<file path="config.mk">
export PLATFORM = sky130hd
export DESIGN_NAME = arb8_grant_ctrl
export DESIGN_NICKNAME = d
export VERILOG_FILES = /design/src/rtl/arb8_grant_ctrl.sv
export SDC_FILE = /design/constraint.sdc
export NUM_CORES = 1
export LEC_CHECK = 0
export BUFFER_PORTS_ARGS = -buffer_cell sky130_fd_sc_hd__buf_2
export CORE_MARGIN = 1
export CORE_UTILIZATION = 40
export DETAILED_ROUTE_END_ITERATION = 7
export GPL_TIMING_DRIVEN = 0
export SETUP_SLACK_MARGIN = 0.02
export SLEW_MARGIN = 20
export SYNTH_ARGS = -nofsm -noshare
export SYNTH_HDL_FRONTEND = slang
export SYNTH_SLANG_ARGS = --single-unit
</file>
<file path="constraint.sdc">
create_clock -name clk -period 1.5 [get_ports clk]
set_clock_uncertainty 0.05 [all_clocks]
set_input_delay 0.15 -clock clk [delete_from_list [all_inputs] [get_ports clk]]
set_output_delay 0.15 -clock clk [all_outputs]
set_load 0.01 [all_outputs]
</file>
<file path="src/rtl/arb8_grant_ctrl.sv">
// Eight-requester arbiter: registered one-hot grant with hold timeout and one gap cycle.
// Define ARB_RR_EN for round-robin priority; otherwise index 7 always wins.
module arb8_grant_ctrl #(
  parameter int unsigned MAX_HOLD = 16
) (
  input  logic       clk,
  input  logic       rst_n,
  input  logic [7:0] req,
  output logic [7:0] gnt,
  output logic [2:0] gnt_id,
  output logic       gnt_valid,
  output logic       timeout
);

  localparam int unsigned CntW = (MAX_HOLD > 0) ? $clog2(MAX_HOLD + 1) : 1;
  localparam logic [CntW-1:0] HoldMax  = CntW'(MAX_HOLD);
  localparam logic [CntW-1:0] HoldLast = CntW'((MAX_HOLD == 0) ? 0 : MAX_HOLD - 1);

  localparam logic [1:0] StIdle  = 2'd0;
  localparam logic [1:0] StGrant = 2'd1;
  localparam logic [1:0] StGap   = 2'd2;

  logic [1:0]      state_q, state_d;
  logic [7:0]      gnt_q, gnt_d;
  logic [2:0]      id_q, id_d;
  logic [CntW-1:0] hold_q, hold_d;
  logic            timeout_q, timeout_d;
  logic [2:0]      win_id;

`ifdef ARB_RR_EN
  logic [2:0] last_q, last_d;

  // Later iterations override earlier ones, so last-1 ends up with top priority.
  always_comb begin
    win_id = 3'd0;
    for (int k = 8; k >= 1; k--) begin
      if (req[3'(last_q - 3'(k))]) win_id = 3'(last_q - 3'(k));
    end
  end
`else
  // Highest requesting index wins because it is assigned last.
  always_comb begin
    win_id = 3'd0;
    for (int i = 0; i < 8; i++) begin
      if (req[i]) win_id = 3'(i);
    end
  end
`endif

  always_comb begin
    state_d   = state_q;
    gnt_d     = gnt_q;
    id_d      = id_q;
    hold_d    = hold_q;
    timeout_d = 1'b0;
`ifdef ARB_RR_EN
    last_d    = last_q;
`endif
    case (state_q)
      StIdle: begin
        if (|req) begin
          gnt_d   = 8'(1) << win_id;
          id_d    = win_id;
          hold_d  = '0;
          state_d = StGrant;
`ifdef ARB_RR_EN
          last_d  = win_id;
`endif
        end
      end
      StGrant: begin
        hold_d = (hold_q == HoldMax) ? hold_q : hold_q + 1'b1;
        // An owner release takes precedence over a coincident timeout.
        if (!req[id_q]) begin
          gnt_d   = 8'h00;
          state_d = StGap;
        end else if ((MAX_HOLD != 0) && (hold_q == HoldLast)) begin
          gnt_d     = 8'h00;
          timeout_d = 1'b1;
          state_d   = StGap;
        end
      end
      StGap: begin
        state_d = StIdle;
      end
      default: begin
        gnt_d   = 8'h00;
        state_d = StIdle;
      end
    endcase
  end

  always_ff @(posedge clk or negedge rst_n) begin
    if (!rst_n) begin
      state_q   <= StIdle;
      gnt_q     <= 8'h00;
      id_q      <= 3'd0;
      hold_q    <= '0;
      timeout_q <= 1'b0;
    end else begin
      state_q   <= state_d;
      gnt_q     <= gnt_d;
      id_q      <= id_d;
      hold_q    <= hold_d;
      timeout_q <= timeout_d;
    end
  end

`ifdef ARB_RR_EN
  always_ff @(posedge clk or negedge rst_n) begin
    if (!rst_n) begin
      last_q <= 3'd0;
    end else begin
      last_q <= last_d;
    end
  end
`endif

  assign gnt       = gnt_q;
  assign gnt_id    = id_q;
  assign gnt_valid = |gnt_q;
  assign timeout   = timeout_q;

endmodule
</file>
==> results of run 1 <==
## metal layers
metal | global-route usage [%] | up-vias | part of all wire, %
met5 | 0 | - | 0
met4 | 6.97 | 0 | 0.55
met3 | 2.53 | 2 | 2.4
met2 | 30.4 | 20 | 49
met1 | 24.2 | 524 | 48
li1 | - | 524 | -
## cell type report
| cell class | count | area, sq um | share of cell area (%) |
|---|---|---|---|
| buffer | 3 | 27.5 | 1.71 |
| clock buffer | 4 | 26.3 | 1.64 |
| inverter | 16 | 60.1 | 3.74 |
| multi-input combinational | 84 | 782 | 48.7 |
| sequential | 19 | 478 | 29.8 |
| tap | 31 | 38.8 | 2.41 |
| timing repair buffer | 32 | 194 | 12.1 |
## what timing repair did
action | in CTS | in global routing
pin swaps | 7 | 15
endpoints found under the hold margin | 19 | 0
setup buffers | 7 | 4
hold buffers | 1 | 0
gates resized for setup | 7 | 23
setup endpoints to repair | 16 | 18
## sequential cells by signal, indices dropped and copies added, names as in the netlist
register,count
gnt,8
hold_q,5
gnt_id,3
state_q,2
timeout,1
## power breakdown
group / internal [mW] / switching, mW / leakage [nW]
registers: 0.646 / 0.185 / 0.244
clock network: 0.103 / 0.157 / 0.0150
logic: 0.581 / 0.693 / 0.430
total: 1.33 / 1.03 / 0.689
## worst min-delay path by stage
stage,start,endpoint,slack [ns],depth (start not counted)
final,req[6],gnt[6],0.12,3
after global routing,req[5],gnt[0],0.12,2
after CTS,req[5],gnt[0],0.09,2
after detailed placement,rst_n,timeout,0.07,1
after global placement,rst_n,timeout,0.06,1
after floorplan,rst_n,gnt[0],-0.20,0
## worst max-delay path, stage by stage, from the launching register on
cell and delay, ns:
sky130_fd_sc_hd__dfrtp_1 0.44, sky130_fd_sc_hd__ha_2 0.22, sky130_fd_sc_hd__and3_4 0.15, sky130_fd_sc_hd__ha_4 0.17, sky130_fd_sc_hd__nand2b_4 0.13, sky130_fd_sc_hd__a311oi_2 0.22, sky130_fd_sc_hd__a32oi_1 0.16, sky130_fd_sc_hd__o41ai_2 0.07
## logic make-up after synthesis
group,after synthesis,synth area share [%]
AO/OA/AOI/OAI,35,23.6
XOR/XNOR,1,0.738
adder cells (fa/ha/maj),3,3.16
buffers and inverters,19,7.38
flip-flops,19,40.0
multiplexers,5,4.32
AND/OR/NAND/NOR,40,20.8
## cell usage after synthesis (2+ instances only)
| master | number |
|---|---|
| sky130_fd_sc_hd__mux2i_1 | 4 |
| sky130_fd_sc_hd__nor2_1 | 9 |
| sky130_fd_sc_hd__or2_2 | 2 |
| sky130_fd_sc_hd__a21oi_1 | 3 |
| sky130_fd_sc_hd__nand2b_1 | 3 |
| sky130_fd_sc_hd__nand2_1 | 8 |
| sky130_fd_sc_hd__nor4_1 | 3 |
| sky130_fd_sc_hd__a211oi_2 | 2 |
| sky130_fd_sc_hd__dfrtp_1 | 19 |
| sky130_fd_sc_hd__o21ai_0 | 5 |
| sky130_fd_sc_hd__nor4_4 | 2 |
| sky130_fd_sc_hd__a311oi_1 | 2 |
| sky130_fd_sc_hd__o221ai_1 | 3 |
| sky130_fd_sc_hd__ha_1 | 3 |
| sky130_fd_sc_hd__a31oi_1 | 2 |
| sky130_fd_sc_hd__a32oi_1 | 3 |
| sky130_fd_sc_hd__nor2b_1 | 2 |
| sky130_fd_sc_hd__a22oi_1 | 4 |
| sky130_fd_sc_hd__buf_6 | 2 |
| sky130_fd_sc_hd__inv_1 | 16 |
| sky130_fd_sc_hd__nand3_1 | 2 |
## per-stage QoR
| step | cell area [sq um] | util, % | power (mW) |
|---|---|---|---|
| after floorplan | 1200 | - | 1.48 |
| after global placement | 1340 | 48.3 | 1.75 |
| after detailed placement | 1340 | 48.3 | 1.78 |
| after CTS | 1470 | 52.8 | 2.16 |
| after global routing | 1610 | 57.8 | 2.54 |
| final | 1610 | 57.8 | 2.37 |
## placed cells by master, fill, tap and decap left out, types with 3 or more instances in the layout
cell type and n:
sky130_fd_sc_hd__a22oi_1 3, sky130_fd_sc_hd__nor4_4 3, sky130_fd_sc_hd__dfrtp_1 17, sky130_fd_sc_hd__nand2_1 7, sky130_fd_sc_hd__a21oi_1 3, sky130_fd_sc_hd__buf_4 9
sky130_fd_sc_hd__buf_2 22, sky130_fd_sc_hd__a32oi_1 3, sky130_fd_sc_hd__inv_1 15, sky130_fd_sc_hd__buf_6 3, sky130_fd_sc_hd__clkbuf_4 3, sky130_fd_sc_hd__o21ai_1 3
sky130_fd_sc_hd__nor2_1 9, sky130_fd_sc_hd__o221ai_2 3
==> impl_results.md, run 1 <==
* Critical R2R Capture: gnt[0]
* Number of design-rule violations left by the first detailed-router iteration at 31
* Per-cell via count in the routed design at between 5 and 6
* Leading cell types by total area after synthesis: sky130_fd_sc_hd__dfrtp_1 40%, sky130_fd_sc_hd__inv_1 5.1%, sky130_fd_sc_hd__nor4_4 3.6%
* Syn Area/Cell at 9.73 sq um
* Final Slew Violations at 0
* First-pass GRT wire length at 4510 microns
* Critical path required time at between 1.5 and 2 ns
* Outcome: finished with violations
* Initial antenna violation count at 0
* Maximum net fanout on the critical path at 4
* Reg2Reg Launch Point: hold_q[1]
* Type of element capturing the critical path: register
* Total number of H-tree levels at 1
* Core Rows at 19
* Floorplan die width at about 56 microns
* Worst setup path category: reg -> reg
* Total wire length after detailed routing at 2920 microns
* Clock-pin slew of the registers on the worst-case setup and hold paths at ~0.11 ns
* DIE HEIGHT at about 56 microns
* Total of max-cap violations at 0
* ANT nets after route at 0
* Number of flops mapped to enable cells by yosys at 0
* Post-Route Hold Slack at approximately 0.12 ns
* Path category of the worst min-delay check: in -> reg
* IO buf count at 21
* CTS Root Buffer Type: sky130_fd_sc_hd__clkbuf_4
* Deepest clock path buffer count at 2
* Area of the mapped netlist at 1190 sq um
* Number of antenna repair diodes at 0
* 1st-pass router iterations at 4
* Core region area at 2780 sq um
* Time the worst path needs with I/O delays and setup at 1.71 ns
* Worst Setup Start Kind: register
* Post-Route Setup TNS at -1.57 ns
* Layout Area Growth over Synthesis at 35.3%
* Vias at 1070
* Cell taking the most area after synthesis: sky130_fd_sc_hd__dfrtp_1
* Minimum setup slack in the final design at -0.211 ns
* Async SR Flop Fraction at 100%
* Count of final setup violators at 11
* Post-synthesis sequential element count at 19
* Initial Util at 42.7%
* Slack of the worst reg-to-reg path at -0.21 ns
* Worst rel slew slack at 58.6%
* Aggregate global routing overflow at 0
* IO Count at 23
* Violations in the final reports: negative setup slack
* RSZ-0062 raised after global routing: true
* Die ar. at 3190 sq um
* Post-Syn Nets at about 140
* Number of global-route vias before repair at 988
* Fin nets at 172
* Clock sinks at 19
* Most used flip-flop cell after synthesis: sky130_fd_sc_hd__dfrtp_1
* Final hold vios at 0
* Final routed wire length divided by cell count at 15.5 microns
* Cells after synthesis at 122
* CTS tree: done
* Total DRC errors in the routed layout at 0
* Count of filler cells inserted in the layout at 247
* Worst-case setup slack after placement at -0.233 ns
* Global router's overall resource usage at about 18%
* Pin count of the biggest net entering global routing at 20
* Worst Setup EP: gnt[0]
* Area share of the largest cell type after synthesis at 40.0%
* Peak clock frequency supported by timing at 585 MHz
* Final Non-Filler Cells at between 150 and 200
* Total number of yosys warnings at 0
* Leakage at 0.689 nW
* Ratio of total power to cell area at 1470 nW/um^2
* Reg2Reg Depth at 7
* Skew-Pair Late Insertion Delay at 0.29 ns
* Sequential fraction of the synthesis area at 40.0%
* IR Drop Worst-Case VDD at 0.941 mV
* Share of post-route cells with drive strength above 1 at 43.7%
* Routability-driven placement congestion ratio at 0.828
* Number of library cell types mapped by synthesis at 44
* Timing startpoint of the critical path: hold_q[1]
* HPWL after detailed placement at 2000 microns
* Total CTS buffers at 3
* Worst-Margin Slew at 0.616 ns
* Number of instances in the placed design at around 170
* Crit path DAT at 1.85 ns
* Share of the clock period used by the worst path after layout at 114%
No activity file was read; power rests on OpenSTA's default activity.
==> inputs of run 2 (changes only) <==
==> constraint.sdc (replaced) <==
create_clock -name clk -period 1.8 [get_ports clk]
set_clock_uncertainty 0.05 [all_clocks]
set_input_delay 0.18 -clock clk [delete_from_list [all_inputs] [get_ports clk]]
set_output_delay 0.18 -clock clk [all_outputs]
set_load 0.01 [all_outputs]
==> run 2 against run 1 <==
  * The flow now finishes without violations
  * Design area shrank 9.0%
  * Sequential share of layout area grew 2.8 points
  * Global-route usage grew 1.4 points
  * Clock power shrank 15%
  * Maximum frequency grew 0.51%
  * Routed wire length shrank 3.8%
  * Critical endpoint is now gnt[2]
  * Largest power group unchanged
==> impl_results.md, run 2 (synthesized netlist as in run 1, its figures left out) <==
* Outcome: completed (was finished with violations)
* Minimum setup slack in the final design at 0.0978 ns (was -0.211 ns)
* Time the worst path needs with I/O delays and setup at 1.70 ns (was 1.71 ns)
* Worst setup path category: reg -> reg (unchanged)
* Type of element capturing the critical path: register (unchanged)
* IO Count at 23 (unchanged)
* Routability-driven placement congestion ratio at 0.779 (was 0.828)
* Capture endpoint of the worst hold path: gnt[0] (was gnt[6])
* Per-cell via count in the routed design at 5.72 (was 5.66)
* Max FFs per register at 8 (unchanged)
* Core Rows at 19 (unchanged)
* Initial antenna violation count at 0 (unchanged)
* Cell area after placement at 1330 sq um (was 1340 sq um)
* Total wire length after detailed routing at 2810 microns (was 2920 microns)
* ANT nets after route at 0 (unchanged)
* Share of the clock period used by the worst path after layout at 94.6% (was 114%)
* Ratio of total power to cell area at 1250 nW/um^2 (was 1470 nW/um^2)
* Final Non-Filler Cells at 182 (was 189)
* Count of final setup violators at 0 (was 11)
* Crit path DAT at 1.87 ns (was 1.85 ns)
* Crit-path slowest cell: sky130_fd_sc_hd__dfrtp_1 (unchanged)
* Total CTS buffers at 3 (unchanged)
* Worst-Margin Slew at 0.471 ns (was 0.616 ns)
* HPWL after detailed placement at 2020 microns (was 2000 microns)
* Core region area at 2780 sq um (unchanged)
* Total of max-cap violations at 0 (unchanged)
* Number of design-rule violations left by the first detailed-router iteration at 24 (was 31)
* Vias at 1041 (was 1070)
* Most common library cell in the layout ignoring fill and taps: sky130_fd_sc_hd__buf_2 (unchanged)
* Number of antenna repair diodes at 0 (unchanged)
* Maximum net fanout on the critical path at 8 (was 4)
* Fin nets at 165 (was 172)
* Total chip power at 1.83 mW (was 2.37 mW)
* Worst-case setup slack after placement at -0.0510 ns (was -0.233 ns)
* Floorplan die width at 56.5 microns (unchanged)
* Global router's overall resource usage at 19.8% (was 18.4%)
* Aggregate global routing overflow at 0 (unchanged)
* Deepest clock path buffer count at 2 (unchanged)
* Commonest cells after routing, fill and taps aside: 22 x sky130_fd_sc_hd__buf_2, 19 x sky130_fd_sc_hd__dfrtp_1, 16 x sky130_fd_sc_hd__inv_1 (was 22 x sky130_fd_sc_hd__buf_2, 17 x sky130_fd_sc_hd__dfrtp_1, 15 x sky130_fd_sc_hd__inv_1)
* Reg2Reg Depth at 6 (was 7)
* Worst rel slew slack at 68.3% (was 58.6%)
* Total number of H-tree levels at 1 (unchanged)
* Number of instances in the placed design at 174 (unchanged)
* Leakage at 0.645 nW (was 0.689 nW)
* Skew-Pair Late Insertion Delay at 0.30 ns (was 0.29 ns)
* RSZ-0062 raised after global routing: true (unchanged)
* Final hold vios at 0 (unchanged)
* Peak clock frequency supported by timing at 587 MHz (was 585 MHz)
* Final routed wire length divided by cell count at 15.5 microns (about the same)
* Total DRC errors in the routed layout at 0 (unchanged)
* IR Drop Worst-Case VDD at 0.727 mV (was 0.941 mV)
* Critical path required time at 1.97 ns (was 1.64 ns)
* Reg2Reg Launch Point: hold_q[1] (unchanged)
* Share of post-route cells with drive strength above 1 at 34.4% (was 43.7%)
* First-pass GRT wire length at 4890 microns (was 4510 microns)
* Pin count of the biggest net entering global routing at 20 (unchanged)
* Path category of the worst min-delay check: in -> reg (unchanged)
* Post-Route Hold Slack at 0.129 ns (was 0.118 ns)
* Worst Hold Launch: req[5] (was req[6])
* Worst Setup Start Kind: register (unchanged)
* Cell family contributing the most delay on the critical path: compound AO/OA/AOI/OAI gates (unchanged)
* Hold Path Cell Cnt at 2 (was 3)
* Slack of the worst reg-to-reg path at 0.1 ns (was -0.21 ns)
* Final Slew Violations at 0 (unchanged)
* Clock sinks at 19 (unchanged)
* Delay of the slowest cell on the worst path at 0.42 ns (was 0.44 ns)
* DIE HEIGHT at 56.5 microns (unchanged)
* Initial Util at 42.7% (unchanged)
* CTS Root Buffer Type: sky130_fd_sc_hd__clkbuf_4 (unchanged)
* Layout Area Growth over Synthesis at 23.1% (was 35.3%)
* Number of buffer and inverter stages on the critical path at 0 (unchanged)
* Number of global-route vias before repair at 1045 (was 988)
* Critical R2R Capture: gnt[2] (was gnt[0])
* Cell chain of the critical path: ha_2, and3_4, ha_4, a211oi_4, nand3_4, o221ai_2 (was ha_2, and3_4, ha_4, nand2b_4, a311oi_2, a32oi_1, o41ai_2)
* Die ar. at 3190 sq um (unchanged)
* 1st-pass router iterations at 4 (unchanged)
* CTS tree: done (unchanged)
* Non-Filler Cell Area, Final at 1460 sq um (was 1610 sq um)
* IO buf count at 21 (unchanged)
* Clock-pin slew of the registers on the worst-case setup and hold paths at 0.11 ns (about the same)
-- run 2: per-layer routing --
metal	up-vias	wire length, microns	GRT usage (%)
met1	503	1400	27.4
met2	20	1280	31.1
met3	8	77	2.30
met5	-	0	0
li1	510	-	-
met4	0	60	8.36
-- run 2: report_power, final --
group,leakage (nW),internal (mW),switching (mW)
sequential,0.247,0.536,0.142
combinational,0.383,0.395,0.535
clock,0.0150,0.0863,0.134
total,0.645,1.02,0.811
-- run 2: area by class of cell --
cell class,count,area [sq um]
Buffer,3,27.5
Clock buffer,4,26.3
Fill cell,263,1320
Inverter,16,60.1
Multi-Input combinational cell,84,696
Sequential cell,19,475
Tap cell,31,38.8
Timing Repair Buffer,25,138
-- run 2: worst max-delay path by stage --
stage                    from     end  slack (ns)  cells past startpoint
floorplan           hold_q[0]  gnt[0]        0.18                      7
CTS                 hold_q[0]  gnt[3]        0.04                      6
detailed placement  hold_q[0]  gnt[3]       -0.05                      6
finish              hold_q[1]  gnt[2]         0.1                      6
global route        hold_q[1]  gnt[2]       -0.01                      6
global placement    hold_q[0]  gnt[2]       -0.01                      6
-- run 2: what timing repair did --
item                                    CTS  global route
resized for setup                         9             7
hold endpoints to repair                 19             0
endpoints found under the setup margin    8             9
gates cloned                              0             0
hold buffers                              1             0
pin swaps                                 3             4
setup buffers                             3             0
-- run 2: metrics by stage --
step | TNS (ns) | util (%)
2_1_floorplan | 0 | -
3_3_place_gp | -0.0304 | 47.9
3_5_place_dp | -0.192 | 47.9
4_1_cts | 0 | 51.4
5_1_grt | -0.0120 | 52.5
6_report | 0 | 52.5
==> inputs of run 3 (changes only) <==
--- a/config.mk
+++ b/config.mk
@@ -5,7 +5,7 @@
 export SDC_FILE = /design/constraint.sdc
 export NUM_CORES = 1
 export LEC_CHECK = 0
-export BUFFER_PORTS_ARGS = -buffer_cell sky130_fd_sc_hd__buf_2
+export BUFFER_PORTS_ARGS = -buffer_cell sky130_fd_sc_hd__buf_4
 export CORE_MARGIN = 1
 export CORE_UTILIZATION = 40
 export DETAILED_ROUTE_END_ITERATION = 7
==> run 3 against run 2 <==
  * Setup slack better by 0.026 ns
  * Clock power rose by 4%
  * Die area did not move
  * Via count down 0.48%
  * Register-to-register slack gained 0.03 ns
  * Sequential cell count unchanged
  * Sequential share of layout area is 1.8 points lower
  * Non-clock buffer count up 3
  * Sequential power hardly changed
  * Combinational power increased by 11%
  * Count of clock-buffer cells in the layout did not move
==> impl_results.md, run 3 (synthesized netlist as in run 1, its figures left out) <==
* Count of filler cells inserted in the layout at 248 (was 263)
* Number of instances in the placed design at 174 (unchanged)
* Final hold vios at 0 (unchanged)
* Skew-Pair Late Insertion Delay at 0.30 ns (about the same)
* Share of post-route cells with drive strength above 1 at 35.7% (was 34.4%)
* Worst setup path category: reg -> reg (unchanged)
* Outcome: completed (unchanged)
* Number of global-route vias before repair at 1024 (was 1045)
* Vias at 1036 (was 1041)
* RSZ-0062 raised after global routing: false (was true)
* Number of buffer and inverter stages on the critical path at 0 (unchanged)
* Die ar. at 3190 sq um (unchanged)
* Fin nets at 168 (was 165)
* Global router's overall resource usage at 19.7% (was 19.8%)
* Final routed wire length divided by cell count at 15.6 microns (was 15.5 microns)
* IO buf count at 21 (unchanged)
* First-pass GRT wire length at 4880 microns (was 4890 microns)
* Crit path DAT at 1.85 ns (was 1.87 ns)
* Commonest cells after routing, fill and taps aside: 27 x sky130_fd_sc_hd__buf_4, 19 x sky130_fd_sc_hd__dfrtp_1, 16 x sky130_fd_sc_hd__inv_1 (was 22 x sky130_fd_sc_hd__buf_2, 19 x sky130_fd_sc_hd__dfrtp_1, 16 x sky130_fd_sc_hd__inv_1)
* Aggregate global routing overflow at 0 (unchanged)
* Total wire length after detailed routing at 2880 microns (was 2810 microns)
* Leakage at 0.672 nW (was 0.645 nW)
* Worst rel slew slack at 71.9% (was 68.3%)
* Core region area at 2780 sq um (unchanged)
* Ratio of total power to cell area at 1260 nW/um^2 (was 1250 nW/um^2)
* Initial Util at 42.7% (unchanged)
* Number of design-rule violations left by the first detailed-router iteration at 24 (unchanged)
* Clock-pin slew of the registers on the worst-case setup and hold paths at 0.12 ns (was 0.11 ns)
* Final Non-Filler Cells at 185 (was 182)
* Number of antenna repair diodes at 0 (unchanged)
* Max FFs per register at 8 (unchanged)
* Share of the clock period used by the worst path after layout at 93.1% (was 94.6%)
* Worst Setup Start Kind: register (unchanged)
* Total number of H-tree levels at 1 (unchanged)
* Count of final setup violators at 0 (unchanged)
* Peak clock frequency supported by timing at 596 MHz (was 587 MHz)
* IR Drop Worst-Case VDD at 0.797 mV (was 0.727 mV)
* Pin count of the biggest net entering global routing at 20 (unchanged)
* Core Rows at 19 (unchanged)
* Most common library cell in the layout ignoring fill and taps: sky130_fd_sc_hd__buf_4 (was sky130_fd_sc_hd__buf_2)
* DIE HEIGHT at 56.5 microns (unchanged)
* Worst-Margin Slew at 0.417 ns (was 0.471 ns)
* Crit-path slowest cell: sky130_fd_sc_hd__dfrtp_1 (unchanged)
* 1st-pass router iterations at 4 (unchanged)
* ANT nets after route at 0 (unchanged)
* Time the worst path needs with I/O delays and setup at 1.68 ns (was 1.70 ns)
* Floorplan die width at 56.5 microns (unchanged)
* Layout Area Growth over Synthesis at 30.1% (was 23.1%)
* Delay of the slowest cell on the worst path at 0.41 ns (was 0.42 ns)
* Total CTS buffers at 3 (unchanged)
* HPWL after detailed placement at 2010 microns (was 2020 microns)
* IO Count at 23 (unchanged)
* Routability-driven placement congestion ratio at 0.746 (was 0.779)
* CTS tree: done (unchanged)
* Total DRC errors in the routed layout at 0 (unchanged)
* Deepest clock path buffer count at 2 (unchanged)
* Critical path required time at 1.97 ns (about the same)
* Final Slew Violations at 0 (unchanged)
* Initial antenna violation count at 0 (unchanged)
* Maximum net fanout on the critical path at 8 (unchanged)
* Total of max-cap violations at 0 (unchanged)
* Cell family contributing the most delay on the critical path: compound AO/OA/AOI/OAI gates (unchanged)
* Clock sinks at 19 (unchanged)
* Path category of the worst min-delay check: in -> reg (unchanged)
* Cell chain of the critical path: ha_2, and3_4, ha_4, a211oi_4, nand3_4, o221ai_2 (unchanged)
* Type of element capturing the critical path: register (unchanged)
* Total chip power at 1.94 mW (was 1.83 mW)
* CTS Root Buffer Type: sky130_fd_sc_hd__clkbuf_4 (unchanged)
* Per-cell via count in the routed design at 5.60 (was 5.72)
==> run 3: cell types whose count changed in the layout (fill, tap and decap cells not counted) <==
cell and change:
sky130_fd_sc_hd__buf_2 -21, sky130_fd_sc_hd__buf_4 +24, sky130_fd_sc_hd__nor4bb_2 -1, sky130_fd_sc_hd__nor4bb_4 +1, sky130_fd_sc_hd__o21ai_0 +1, sky130_fd_sc_hd__o21ai_1 -1
==> run 3: final cells by class <==
type | instances | area, sq um | share of cell area (%)
multi-input cells | 84 | 704 | 45.6
flip-flops and latches | 19 | 475 | 30.8
repair buffers | 28 | 213 | 13.8
inverters | 16 | 60.1 | 3.89
well taps | 31 | 38.8 | 2.51
plain buffers | 3 | 27.5 | 1.78
clock buffers | 4 | 26.3 | 1.70
==> run 3: worst reg2reg max path, cell delays in order, from the launching register on <==
cell,delay (ns)
sky130_fd_sc_hd__dfrtp_1,0.41
sky130_fd_sc_hd__ha_2,0.21
sky130_fd_sc_hd__and3_4,0.16
sky130_fd_sc_hd__ha_4,0.17
sky130_fd_sc_hd__a211oi_4,0.22
sky130_fd_sc_hd__nand3_4,0.19
sky130_fd_sc_hd__o221ai_2,0.20
==> run 3: where the power goes <==
part	switching, mW	internal (mW)
logic	0.548	0.485
clock network	0.142	0.0864
registers	0.145	0.536
total	0.835	1.11
==> run 3: routing by layer <==
metal / vias to the layer above / global-route usage, % / part of all wire, %
li1: 514 / - / -
met1: 501 / 28.1 / 50
met5: - / 0 / 0
met2: 17 / 30.6 / 46
met3: 4 / 2.53 / 2.7
met4: 0 / 6.62 / 0.97
==> run 3: timing repair <==
| action | 4_1_cts | 5_1_grt |
|---|---|---|
| setup endpoints to repair | 8 | 10 |
| hold buffers | 1 | 0 |
| gates cloned | 0 | 0 |
| gates resized for setup | 9 | 7 |
| hold endpoints to repair | 19 | 0 |
| pin swaps | 3 | 5 |
| setup buffers | 5 | 1 |
==> run 3: per-stage QoR <==
stage          worst slack, ns  hold WS (ns)  utilization (%)  setup TNS, ns  instance area [sq um]
6_report                 0.123        0.0761             55.6              0                   1550
4_1_cts                 0.0213        0.0678             54.0              0                   1500
3_5_place_dp           -0.0690        0.0316             49.8         -0.329                   1380
2_1_floorplan            0.181        -0.166                -              0                   1190
3_3_place_gp           -0.0256        0.0234             49.8        -0.0680                   1380
5_1_grt                 0.0358        0.0800             55.6              0                   1550
==> run 3: final timing paths <==
path	end	cells past startpoint	start	slack (ns)
max	gnt[1]	6	hold_q[1]	0.12
min	gnt[0]	2	req[5]	0.08
max reg2reg	gnt[1]	6	hold_q[1]	0.12
min reg2reg	hold_q[4]	1	hold_q[4]	0.49
max in group asynchronous	gnt[6]	2	rst_n	1.25
min in group asynchronous	timeout	2	rst_n	0.23
